[src/rtl/dlfloat_operand_sequencer_if.sv]
// Handshake bundle between the word source, the operand sequencer and the DLFloat16 MAC.
// The sequencer connects through the slave modport; the surrounding logic drives the master side.
interface dlfloat_operand_sequencer_if;
   logic [15:0] in_data;
   logic        in_valid;
   logic        in_ready;
   logic [15:0] mac_a;
   logic [15:0] mac_b;
   logic        mac_valid;
   logic        mac_ready;
   logic        mac_clear;
   logic        mac_last;
   logic        busy;
   logic        err_nan;

   modport master (
      output in_data, in_valid, mac_ready,
      input  in_ready, mac_a, mac_b, mac_valid, mac_clear, mac_last, busy, err_nan
   );

   modport slave (
      input  in_data, in_valid, mac_ready,
      output in_ready, mac_a, mac_b, mac_valid, mac_clear, mac_last, busy, err_nan
   );
endinterface

[src/rtl/dlfloat_operand_sequencer.sv]
// Turns a header-prefixed word stream into tagged DLFloat16 operand pairs for a MAC via a small FIFO.
// Optional: define DLF_SEQ_NAN_DETECT_EN to build the sticky 16'hFFFF operand detector (err_nan).
module dlfloat_operand_sequencer #(
   parameter int FIFO_DEPTH = 4,
   parameter int LEN_W      = 8
) (
   input logic                          clk,
   input logic                          rst_n,
   dlfloat_operand_sequencer_if.slave   bus
);
   localparam int AW = $clog2(FIFO_DEPTH);
   localparam int CW = AW + 1;

   localparam logic [1:0] ST_IDLE  = 2'd0;
   localparam logic [1:0] ST_GET_A = 2'd1;
   localparam logic [1:0] ST_GET_B = 2'd2;
   localparam logic [1:0] ST_DRAIN = 2'd3;

   logic [1:0]       state_r;
   logic [LEN_W-1:0] rem_r;
   logic [15:0]      a_hold_r;
   logic             pend_clr_r;
   logic [33:0]      mem_r [FIFO_DEPTH];
   logic [AW-1:0]    wr_ptr_r;
   logic [AW-1:0]    rd_ptr_r;
   logic [CW-1:0]    count_r;
   logic             err_nan_r;

   logic             in_ready_s;
   logic             accept_s;
   logic             push_s;
   logic             pop_s;
   logic             full_s;
   logic             mac_valid_s;
   logic [33:0]      head_s;
   logic [LEN_W-1:0] hdr_len_s;
   logic             last_pair_s;

   assign full_s      = (count_r == CW'(FIFO_DEPTH));
   assign mac_valid_s = (count_r != {CW{1'b0}});
   assign head_s      = mem_r[rd_ptr_r];
   assign hdr_len_s   = bus.in_data[LEN_W-1:0];
   assign last_pair_s = (rem_r == LEN_W'(1));

   // Acceptance window per state; GET_B additionally waits for FIFO room.
   always_comb begin
      in_ready_s = 1'b0;
      case (state_r)
         ST_IDLE:  in_ready_s = 1'b1;
         ST_GET_A: in_ready_s = 1'b1;
         ST_GET_B: in_ready_s = !full_s;
         default:  in_ready_s = 1'b0;
      endcase
   end

   // rst_n gates ready so nothing looks acceptable while reset is held.
   assign bus.in_ready = rst_n & in_ready_s;
   assign accept_s     = bus.in_valid & bus.in_ready;
   assign push_s       = accept_s & (state_r == ST_GET_B);
   assign pop_s        = mac_valid_s & bus.mac_ready;

   // Empty FIFO forces the MAC operands and tags to zero.
   assign bus.mac_valid = mac_valid_s;
   assign bus.mac_clear = mac_valid_s & head_s[33];
   assign bus.mac_last  = mac_valid_s & head_s[32];
   assign bus.mac_a     = mac_valid_s ? head_s[31:16] : 16'h0000;
   assign bus.mac_b     = mac_valid_s ? head_s[15:0]  : 16'h0000;
   assign bus.busy      = (state_r != ST_IDLE);
   assign bus.err_nan   = err_nan_r;

   // Job sequencing: header, then alternating A/B operands, then wait for the last pair to leave.
   always_ff @(posedge clk or negedge rst_n) begin
      if (!rst_n) begin
         state_r    <= ST_IDLE;
         rem_r      <= {LEN_W{1'b0}};
         a_hold_r   <= 16'h0000;
         pend_clr_r <= 1'b0;
      end else begin
         case (state_r)
            ST_IDLE: begin
               if (accept_s) begin
                  rem_r <= hdr_len_s;
                  if (hdr_len_s != {LEN_W{1'b0}}) begin
                     state_r    <= ST_GET_A;
                     pend_clr_r <= bus.in_data[15];
                  end
               end
            end
            ST_GET_A: begin
               if (accept_s) begin
                  a_hold_r <= bus.in_data;
                  state_r  <= ST_GET_B;
               end
            end
            ST_GET_B: begin
               if (push_s) begin
                  rem_r      <= rem_r - LEN_W'(1);
                  pend_clr_r <= 1'b0;
                  state_r    <= last_pair_s ? ST_DRAIN : ST_GET_A;
               end
            end
            ST_DRAIN: begin
               if (pop_s && head_s[32] && (count_r == CW'(1))) begin
                  state_r <= ST_IDLE;
               end
            end
            default: state_r <= ST_IDLE;
         endcase
      end
   end

   // Pair FIFO; entry layout is {clear, last, a, b}.
   always_ff @(posedge clk or negedge rst_n) begin
      if (!rst_n) begin
         for (int i = 0; i < FIFO_DEPTH; i++) begin
            mem_r[i] <= 34'd0;
         end
         wr_ptr_r <= {AW{1'b0}};
         rd_ptr_r <= {AW{1'b0}};
         count_r  <= {CW{1'b0}};
      end else begin
         if (push_s) begin
            mem_r[wr_ptr_r] <= {pend_clr_r, last_pair_s, a_hold_r, bus.in_data};
            wr_ptr_r        <= wr_ptr_r + AW'(1);
         end
         if (pop_s) begin
            rd_ptr_r <= rd_ptr_r + AW'(1);
         end
         case ({push_s, pop_s})
            2'b10:   count_r <= count_r + CW'(1);
            2'b01:   count_r <= count_r - CW'(1);
            default: count_r <= count_r;
         endcase
      end
   end

`ifdef DLF_SEQ_NAN_DETECT_EN
   // Sticky all-ones operand flag, cleared by the next header.
   always_ff @(posedge clk or negedge rst_n) begin
      if (!rst_n) begin
         err_nan_r <= 1'b0;
      end else if (accept_s && (state_r == ST_IDLE)) begin
         err_nan_r <= 1'b0;
      end else if (accept_s && (bus.in_data == 16'hFFFF)) begin
         err_nan_r <= 1'b1;
      end
   end
`else
   assign err_nan_r = 1'b0;
`endif

endmodule

[src/flat_wrapper.sv]
// flat-port wrapper written by rule: the top's interface ports become plain ports
module dlfloat_operand_sequencer_flat 
#(
   parameter int FIFO_DEPTH = 4,
   parameter int LEN_W      = 8
)
  (clk, rst_n, bus_in_data, bus_in_valid, bus_mac_ready, bus_in_ready, bus_mac_a, bus_mac_b, bus_mac_valid, bus_mac_clear, bus_mac_last, bus_busy, bus_err_nan);
  dlfloat_operand_sequencer_if bus_i ();
  input logic clk;
  input logic rst_n;
  input wire logic [$bits(bus_i.in_data)-1:0] bus_in_data;
  input wire logic [$bits(bus_i.in_valid)-1:0] bus_in_valid;
  input wire logic [$bits(bus_i.mac_ready)-1:0] bus_mac_ready;
  output wire logic [$bits(bus_i.in_ready)-1:0] bus_in_ready;
  output wire logic [$bits(bus_i.mac_a)-1:0] bus_mac_a;
  output wire logic [$bits(bus_i.mac_b)-1:0] bus_mac_b;
  output wire logic [$bits(bus_i.mac_valid)-1:0] bus_mac_valid;
  output wire logic [$bits(bus_i.mac_clear)-1:0] bus_mac_clear;
  output wire logic [$bits(bus_i.mac_last)-1:0] bus_mac_last;
  output wire logic [$bits(bus_i.busy)-1:0] bus_busy;
  output wire logic [$bits(bus_i.err_nan)-1:0] bus_err_nan;
  assign bus_i.in_data = bus_in_data;
  assign bus_i.in_valid = bus_in_valid;
  assign bus_i.mac_ready = bus_mac_ready;
  assign bus_in_ready = bus_i.in_ready;
  assign bus_mac_a = bus_i.mac_a;
  assign bus_mac_b = bus_i.mac_b;
  assign bus_mac_valid = bus_i.mac_valid;
  assign bus_mac_clear = bus_i.mac_clear;
  assign bus_mac_last = bus_i.mac_last;
  assign bus_busy = bus_i.busy;
  assign bus_err_nan = bus_i.err_nan;
  dlfloat_operand_sequencer #(.FIFO_DEPTH(FIFO_DEPTH), .LEN_W(LEN_W)) u_core (.clk(clk), .rst_n(rst_n), .bus(bus_i));
endmodule
[config.mk]
export PLATFORM = sky130hd
export DESIGN_NAME = dlfloat_operand_sequencer_flat
export DESIGN_NICKNAME = d
export VERILOG_FILES = /design/src/rtl/dlfloat_operand_sequencer_if.sv /design/src/rtl/dlfloat_operand_sequencer.sv /design/src/flat_wrapper.sv
export SDC_FILE = /design/constraint.sdc
export NUM_CORES = 1
export LEC_CHECK = 0
export ABC_AREA = 1
export CORE_MARGIN = 1.5
export CORE_UTILIZATION = 63
export DETAILED_ROUTE_END_ITERATION = 6
export PLACE_DENSITY = 0.95
export SYNTH_ARGS = -nofsm -noshare
export SYNTH_HDL_FRONTEND = slang
export SYNTH_SLANG_ARGS = --single-unit
[constraint.sdc]
create_clock -name clk -period 6.2 [get_ports clk]
set_clock_uncertainty 0.2 [all_clocks]
set_input_delay 1.55 -clock clk [delete_from_list [all_inputs] [get_ports clk]]
set_output_delay 1.55 -clock clk [all_outputs]
set_load 0.02 [all_outputs]
# After elaboration in Yosys (flattened, before gate mapping)
# Cells that the tools add are included.
[totals]
ff_bits = 170
inputBits = 20
[op_classes]
add_sub_neg = 5
n_lt_le_gt_ge = 3
eq_ne = 13
mux = 24
bitwise_logic = 8
n_reduce_logical = 15
[op_table]
columns = ["operator", "count"]
rows = [
  ["bitwise mux 136 bit", 1],
  ["2-to-1 mux 34 bit", 3],
  ["binary-select mux 34 bit (select 2 bit)", 1],
  ["demux 34 bit (select 2 bit)", 1],
  ["2-to-1 mux 16 bit", 2],
  ["2-to-1 mux 8 bit", 2],
  ["one-hot mux 8 bit (2 select lines)", 1],
  ["2-to-1 mux 2 bit", 6],
  ["inequality test 2 x 1 -> 1 bit, second input constant", 5],
  ["== test 8 x 1 -> 1 bit, second input constant", 1],
  ["one-hot mux 2 bit (4 select lines)", 1],
  ["nonzero test 8 bit", 1],
  ["subtractor 8 x 1 -> 8 bit, second input constant", 1],
  ["bitwise AND 1 bit", 6],
  ["== test 2 bit, second input constant", 3],
  [">= comparator 3 bit, second input constant", 2],
  ["inverter 2 -> 3 bit", 2],
  ["one-hot mux 3 bit (2 select lines)", 1],
  ["nonzero test 2 bit", 3],
  ["AND reduction 5 bit", 1],
  ["adder 2 x 1 -> 2 bit, second input constant", 2],
  ["== test 2 x 1 -> 1 bit, second input constant", 2],
  ["one-hot mux 1 bit (2 select lines)", 2],
  ["AND reduction 4 bit", 1],
  ["other kinds (13)", 17],
]

# Longest topological paths before layout
# Gate-level depths: netlist (run 1).
[logic_depth]
word_depth = 8
ltp_mapped = 13
mapped_depth_nobuf = 12

# Worst setup path after synthesis (run 1)
# OpenSTA, ideal clock, no wires.
[synth_path]
path_type = "input to output"
startpoint = "input port rst_n"
endpoint = "output port bus_in_ready"
t_arrival_ns = 1.958
t_required_ns = 4.450
slack_ns = 2.492
stages = 3
n_path_buf = 0
path_cell_list = "inv_1 > a21oi_2 > and2_1"
[synth_between]
elab_chain_cells = 1
[synth_rtl]
columns = ["item", "line_no", "text"]
rows = [
  ["from (decl)", "flat_wrapper.sv:10", "input logic rst_n;"],
  ["bitwise AND 1 bit", "dlfloat_operand_sequencer.sv:57", "assign bus.in_ready = rst_n & in_ready_s;"],
  ["to (decl)", "flat_wrapper.sv:14", "output wire logic [$bits(bus_i.in_ready)-1:0] bus_in_ready;"],
]
# Every way passes these cells.

# Worst setup path in the final report (run 1)
[layout_path]
startpoint = "register u_core.rd_ptr_r[1]"
endpoint = "output port bus_mac_b[13]"
[layout_between]
elab_chain_cells = 5
[layout_rtl]
columns = ["item", "line_no", "text"]
rows = [
  ["from (decl)", "dlfloat_operand_sequencer.sv:25", "logic [AW-1:0] rd_ptr_r;"],
  ["from (signal assigned)", "dlfloat_operand_sequencer.sv:119", "rd_ptr_r <= {AW{1'b0}};"],
  ["from (signal assigned)", "dlfloat_operand_sequencer.sv:127", "rd_ptr_r <= rd_ptr_r + AW'(1);"],
  ["inverter 2 -> 3 bit (implied by the code)", "dlfloat_operand_sequencer.sv:41", "assign head_s = mem_r[rd_ptr_r];"],
  ["binary-select mux 34 bit (select 2 bit)", "dlfloat_operand_sequencer.sv:41", ""],
  ["2-to-1 mux 34 bit (implied by the code) (2 in series)", "dlfloat_operand_sequencer.sv:41", ""],
  ["2-to-1 mux 16 bit", "dlfloat_operand_sequencer.sv:67", "assign bus.mac_b = mac_valid_s ? head_s[15:0] : 16'h0000;"],
  ["to (decl)", "flat_wrapper.sv:16", "output wire logic [$bits(bus_i.mac_b)-1:0] bus_mac_b;"],
]
# Every way passes these cells. The select of a mux whose other input is x is not followed.

==> results of run 1 <==
-- state kept, by name (all words and copies together), names as in the netlist --
register / cells
u_core.mem_r: 136
u_core.rem_r: 8
u_core.wr_ptr_r: 2
u_core.rd_ptr_r: 2
u_core.state_r: 2
u_core.pend_clr_r: 1
u_core.count_r: 3
u_core.a_hold_r: 16
-- cells in the mapped netlist, types with 2 or more instances --
master	count
xnor2_1	3
xor2_1	3
ha_1	11
nand2_1	275
inv_1	42
nor2_1	150
dfrtp_1	170
nand4_1	2
buf_6	6
buf_1	4
a21oi_1	38
buf_4	5
clkbuf_1	26
o21ai_0	80
inv_2	3
clkinv_1	2
o211ai_1	2
o21ai_1	80
nand3_1	86
buf_2	27
nor2_2	2
-- worst min path at each step --
| stage | depth (start not counted) | from | slack [ps] | end |
|---|---|---|---|---|
| floorplan | 2 | u_core.mem_r[101]$_DFFE_PN0P_ | 240 | u_core.mem_r[101]$_DFFE_PN0P_ |
| global placement | 2 | u_core.mem_r[33]$_DFFE_PN0P_ | 250 | u_core.mem_r[33]$_DFFE_PN0P_ |
| detailed placement | 2 | u_core.mem_r[16]$_DFFE_PN0P_ | 250 | u_core.mem_r[16]$_DFFE_PN0P_ |
| CTS | 2 | u_core.mem_r[25]$_DFFE_PN0P_ | 270 | u_core.mem_r[25]$_DFFE_PN0P_ |
| global route | 2 | u_core.mem_r[17]$_DFFE_PN0P_ | 290 | u_core.mem_r[17]$_DFFE_PN0P_ |
| finish | 2 | u_core.mem_r[23]$_DFFE_PN0P_ | 270 | u_core.mem_r[23]$_DFFE_PN0P_ |
-- final cells by class --
class                           count  area, µm²
Inverter                           47        176
Tap cell                          172        215
Fill cell                         884       3390
Clock inverter                      6       85.1
Multi-Input combinational cell    739       3300
Sequential cell                   170       4260
Clock buffer                       26        509
Timing Repair Buffer               66        637
-- power groups by stage --
stage / clock network, W / registers (W) / logic, W
floorplan: 0 / 0.00176 / 0.00146
global placement: 0 / 0.00186 / 0.00207
detailed placement: 0 / 0.00187 / 0.00214
CTS: 0.00107 / 0.00187 / 0.00219
global route: 0.00112 / 0.00193 / 0.00244
finish: 0.00108 / 0.00189 / 0.00221
-- metrics by stage --
stage / instance area [µm²] / total power (W) / util [%]
after floorplan: 8080 / 0.00323 / -
after global placement: 8580 / 0.00393 / 68.3
after detailed placement: 8580 / 0.00401 / 68.3
after CTS: 9180 / 0.00513 / 73.0
after global routing: 9180 / 0.00549 / 73.0
final: 9180 / 0.00518 / 73.0
-- worst max-delay path, cell delays in order (launching register included) --
cell and delay, ps:
dfrtp_1 350, clkinv_1 980, nor2_1 410, o21ai_0 140, a21oi_1 250, clkdlybuf4s50_1 680
-- cells by family (layout without fill, tap and decap cells) --
kind of cell	after synthesis	count (layout)
and+or+nand+nor	520	520
other	1	1
adders and majority gates	11	11
xor gates and xnor gates	6	6
buffers and inverters	115	145
DFF	170	170
AOI/OAI and AO/OA	201	201
-- metal layers --
| layer | vias up | track usage (%) | share of wire, % |
|---|---|---|---|
| met5 | - | 0 | 0 |
| met4 | 0 | 16.1 | 3.3 |
| met3 | 70 | 10.2 | 10 |
| met2 | 508 | 55.6 | 48 |
| met1 | 3541 | 45.1 | 39 |
| li1 | 3331 | - | - |
-- cell usage in the layout (no fill, tap or decap), types with 3 or more instances in the layout --
cell,n
a21oi_1,38
buf_4,10
clkbuf_1,4
clkbuf_16,17
clkbuf_8,5
clkdlybuf4s50_1,55
dfrtp_1,169
ha_1,11
inv_1,42
inv_2,3
nand2_1,275
nand3_1,86
nor2_1,150
o21ai_0,80
o21ai_1,80
xnor2_1,3
xor2_1,3
==> impl_results.md, run 1 <==
- Crit path capture: bus_mac_b[13]
- EDFF count, synth: 0
- Worst-Skew Late Latency: about 430 ps
- Via count: ~7500
- Worst vdd ir: 0.291 mV
- Adder-cell share of the synthesized area: 1.70%
- Pre-Repair DR Iteration Count: 7
- Reg2reg end: u_core.mem_r[106]$_DFFE_PN0P_
- P_int: 0.00301 W
- Maximum clock rate: 200 MHz
- Share of post-route cells with drive strength above 1: under 10%
- Initial antenna violation count: 0
- Die Width: 116 µm
- Final setup violation count: 0
- Setup total negative slack: 0 ps
- Failing checks: DRC
- Final worst slack: about 1200 ps
- Worst Tran Pin Value: 1280 ps
- CP arrival: ~3300 ps
- Post-CTS setup repair buffer count: 0
- Lkg Pwr: 4.52 nW
- Final antenna-violating net count: 0
- Layout Area Growth over Synthesis: 13.5%
- Syn nets: 1055
- Yosys top cell area share: 52.6%
- Vias/cell: slightly above 6
- Synthesized flop and latch total: 170
- RR Startpoint: u_core.state_r[1]$_DFFE_PN0P_
- Chip Height: 116 µm
- CP max FO: 34
- Period utilisation layout: 80.6%
- Cell count after placement: about 1200
- Crit path capture type: output pin
- Worst hold path class: flop to flop
- Clock transition at path regs: 60 ps
- Nets: around 1100
- Num CTS Buffers: 17
- Hpwl dp: around 13000 µm
- RSZ-0062 raised after global routing: false
- Starting Density: 64.3%
- Ys async rst share: 100%
- Htree depth: 4
- PD cells: roughly 560 mW/mm²
- Clk pwr share: a little over a fifth
- CTS tree: built
- Top-Level Pins: 58
- Compound-cell area share of the yosys netlist: between 10% and 20%
- Floorplan core area: 0.0126 mm²
- Number of diodes: 0
- Max Slew Vio Count: 0
- DRC: 4
- First-pass GRT wire length: 35800 µm
- Post-synthesis cell type count: 28
- Nature of the critical path startpoint: flop
- Seq/Total Area, Yosys: 52.6%
- Synth area leaders: dfrtp_1, nand2_1, nor2_1
- PostCTS Resize Cnt: 0
- Synth Cell Area: 0.00808 mm²
- Seq pwr share: ~37%
- CTS Hold Bufs: 0
- Clk buf depth: 2
- R2r setup slk: roughly 2600 ps
- Final wirelength: 22000 µm
- Rows: between 40 and 50
- Final Hold Fails: 0
- Non-filler cells, final: 1226
- Vias in the first global route: about 7200
- GR Util All Layers: 35.1%
- Sw Ratio: 41.8%
- Logic pwr share: 42.7%
- Critical path required time: approximately 4500 ps
- Outcome: finished with violations
- Top_reg_cell synth: dfrtp_1
- Largest net degree at the start of global routing: 87
- Drt initial violations: 1075
- DR WL/cell: 17.9 µm
- Fin crit period: 5000 ps
- GPL Wtd Cong: 0.925
- Largest family of logic cells by synthesized area: simple AND/OR/NAND/NOR gates
- Dpl ws: 1720 ps
- Critical path origin: u_core.rd_ptr_r[1]$_DFFE_PN0P_
- WHS: 267 ps
- Multiplexer share of the synthesized area: 0%
- Setup CP Type: flop to output pin
- Reg2Reg Depth: 8
- Post-Syn Area per Cell: 7.89 µm²
- CTS sink count: 170
- Switching power: between 0.002 and 0.0025 W
- Post-Synth XOR/XNOR Area: less than 1%
- Die ar.: 0.0135 mm²
- Max_slew headroom: between 10% and 20%
- Simple-gate share of the synthesized area: 25.9%
- Max_cap viols: 0
- Port-buffer cells: 56
- Synth Warn #: 0
- Mapped Cells: a little over 1000
- Global route overflow: 0
- Cell taking the most area after synthesis: dfrtp_1
- CTS Root Cell: clkbuf_16
Note: power is estimated with default switching activity, not from simulation.
==> run 2: changes to the inputs <==
CORE_UTILIZATION = 59   (was 63)
PLACE_DENSITY = 0.91   (was 0.95)
clock period = 4.8 ns   (was 6.2 ns; I/O delays follow)
==> run 2 against run 1 <==
- the run now ends clean
- clock power increased by 20%
- combinational power is 29% higher
- core utilization fell by 3.9 points
- power increased by 27%
- via count is 2.0% lower
- sequential share of layout area is 0.088 points lower
- largest cell class unchanged
- highest routed layer unchanged
==> impl_results.md, run 2 (same netlist as run 1, synthesis figures left out) <==
- WHS: 266 ps (was 267 ps)
- RSZ-0062 raised after global routing: false (unchanged)
- Worst path depth: 4 (was 5)
- Nature of the critical path startpoint: flop (unchanged)
- Most common cell after layout, fill and taps aside: nand2_1 (unchanged)
- Most frequent cells in the layout: nand2_1, dfrtp_1, nor2_1 (unchanged)
- Final antenna-violating net count: 0 (unchanged)
- Largest net degree at the start of global routing: 171 (was 87)
- Maximum clock rate: 237 MHz
- Setup CP Type: flop to output pin (unchanged)
- Pre-Repair DR Iteration Count: 7 (unchanged)
- Drt initial violations: 973 (was 1075)
- Clk buf depth: 2 (unchanged)
- Final wirelength: 21000 µm (was 22000 µm)
- WP buf/inv: 2 (unchanged)
- Crit path capture type: output pin (unchanged)
- First-pass GRT wire length: 34400 µm (was 35800 µm)
- Clock transition at path regs: 60 ps (about the same)
- Top-Level Pins: 58 (unchanged)
- Number of diodes: 0 (unchanged)
- Die Width: 120 µm (was 116 µm)
- CTS sink count: 170 (unchanged)
- Worst Tran Pin Value: 1150 ps (was 1280 ps)
- Worst-Skew Late Latency: 430 ps (about the same)
- Die ar.: 0.0144 mm² (was 0.0135 mm²)
- Most flops, register: u_core.mem_r (unchanged)
- Setup total negative slack: 0 ps (unchanged)
- Vias in the first global route: 6915 (was 7246)
- CTS Root Cell: clkbuf_16 (unchanged)
- Worst hold path depth: 2 (unchanged)
- Critical path required time: 3400 ps (was 4450 ps)
- Global route overflow: 0 (unchanged)
- Share of post-route cells with drive strength above 1: 4.73% (was 4.55%)
- CP max FO: 69 (was 34)
- GPL Wtd Cong: 0.870 (was 0.925)
- Worst vdd ir: 0.323 mV (was 0.291 mV)
- Final Hold Fails: 0 (unchanged)
- DR WL/cell: 17.0 µm (was 17.9 µm)
- Port-buffer cells: 56 (unchanged)
- Final setup violation count: 0 (unchanged)
- Starting Density: 60.8% (was 64.3%)
- Top delay family on crit path: buffers and inverters (unchanged)
- Chip Height: 120 µm (was 116 µm)
- Num CTS Buffers: 17 (unchanged)
- Reg2reg end: u_core.mem_r[40]$_DFFE_PN0P_ (was u_core.mem_r[106]$_DFFE_PN0P_)
- Rows: 42 (was 41)
- Max Slew Vio Count: 0 (unchanged)
- Crit-path slowest cell: inv_2 (was clkinv_1)
- Lkg Pwr: 4.53 nW (was 4.52 nW)
- R2r setup slk: 1640 ps (was 2590 ps)
- Largest register FFs: 136 (unchanged)
- Vias/cell: 5.93 (was 6.08)
- Max_cap viols: 0 (unchanged)
- GR Util All Layers: 30.4% (was 35.1%)
- CP cell instances: inv_2, o21ai_0, a21oi_1, clkdlybuf4s50_1 (was clkinv_1, nor2_1, o21ai_0, a21oi_1, clkdlybuf4s50_1)
- CP arrival: 2830 ps (was 3250 ps)
- PostCTS Resize Cnt: 0 (unchanged)
- Fin crit period: around 4200 ps
- RR Startpoint: u_core.state_r[1]$_DFFE_PN0P_ (unchanged)
- Max_slew headroom: 23.5% (was 14.4%)
- CTS Hold Bufs: 0 (unchanged)
- Floorplan core area: 0.0133 mm² (was 0.0126 mm²)
- Outcome: finished, final reports clean (was finished with violations)
- Period utilisation layout: 88.0%
- Worst Hold End: u_core.mem_r[20]$_DFFE_PN0P_ (was u_core.mem_r[23]$_DFFE_PN0P_)
- Largest regs: u_core.mem_r (136), u_core.a_hold_r (16), u_core.rem_r (8) (unchanged)
- Via count: 7300 (was 7450)
- Worst path max stage delay: 740 ps (was 980 ps)
- CTS tree: built (unchanged)
- Layout Area Growth over Synthesis: 13.8% (was 13.5%)
- DRC: 0 (was 4)
- Htree depth: 4 (unchanged)
- PD cells: 715 mW/mm² (was 564 mW/mm²)
- Hpwl dp: 12300 µm (was 12700 µm)
- Critical hold path startpoint: u_core.mem_r[20]$_DFFE_PN0P_ (was u_core.mem_r[23]$_DFFE_PN0P_)
- Initial antenna violation count: 0 (unchanged)
- Nets: 1075 (was 1072)
- Reg2Reg Depth: 10 (was 8)
- Worst hold path class: flop to flop (unchanged)
- Post-CTS setup repair buffer count: 0 (unchanged)
## run 2: cell types whose count changed in the layout (fill, tap and decap cells not counted), sizes merged
| cell | before | now |
|---|---|---|
| buf | 11 | 14 |
| bufinv | 2 | 1 |
| clkbuf | 26 | 25 |
| clkinv | 4 | 5 |
## run 2: worst max path at each step
stage / startpoint / endpoint / slack (ps)
after floorplan: u_core.count_r[0]$_DFFE_PN0P_ / bus_mac_a[0] / 1770
final: u_core.rd_ptr_r[0]$_DFFE_PN0P_ / bus_mac_b[6] / 570
after global placement: rst_n / bus_in_ready / 1130
after detailed placement: u_core.rd_ptr_r[1]$_DFFE_PN0P_ / bus_mac_a[2] / 1120
after global routing: u_core.rd_ptr_r[0]$_DFFE_PN0P_ / bus_mac_b[13] / 490
after CTS: u_core.rd_ptr_r[0]$_DFFE_PN0P_ / bus_mac_b[6] / 620
## run 2: cell type report
class / count / area (µm²)
flip-flops and latches: 170 / 4260
inverters: 47 / 176
well taps: 176 / 220
repair buffers: 69 / 684
clock buffers: 25 / 495
clock inverters: 6 / 63.8
multi-input cells: 739 / 3300
fillers: 993 / 4100
## run 2: per-layer routing
| metal | track usage, % | vias up | wire length (µm) |
|---|---|---|---|
| met5 | 0 | - | 0 |
| met4 | 14.3 | 0 | 664 |
| met3 | 5.18 | 73 | 1620 |
| met2 | 47.5 | 373 | 9930 |
| met1 | 41.7 | 3523 | 8740 |
| li1 | - | 3331 | - |
## run 2: worst min-delay path, cell delays in order, from the launching register on
cell and delay (ps):
dfrtp_1 340, nand2_1 50, nand2_1 50
## run 2: per-stage QoR
stage | utilization, % | cell area [µm²] | instances | setup WS (ps) | total power (W)
3_3_place_gp | 65.0 | 8640 | 1201 | 1130 | 0.00509
6_report | 69.2 | 9200 | 1232 | 575 | 0.00657
4_1_cts | 69.2 | 9200 | 1232 | 617 | 0.00653
2_1_floorplan | - | 8080 | 1024 | 1770 | 0.00417
3_5_place_dp | 65.0 | 8640 | 1201 | 1120 | 0.00518
5_1_grt | 69.2 | 9200 | 1232 | 491 | 0.00699
## run 2: power breakdown
group          switching (W)  leakage (nW)  internal (W)
Combinational        0.00178          2.00       0.00108
Clock               0.000537         0.269      0.000765
Sequential          0.000420          2.26       0.00200
Total                0.00273          4.53       0.00384
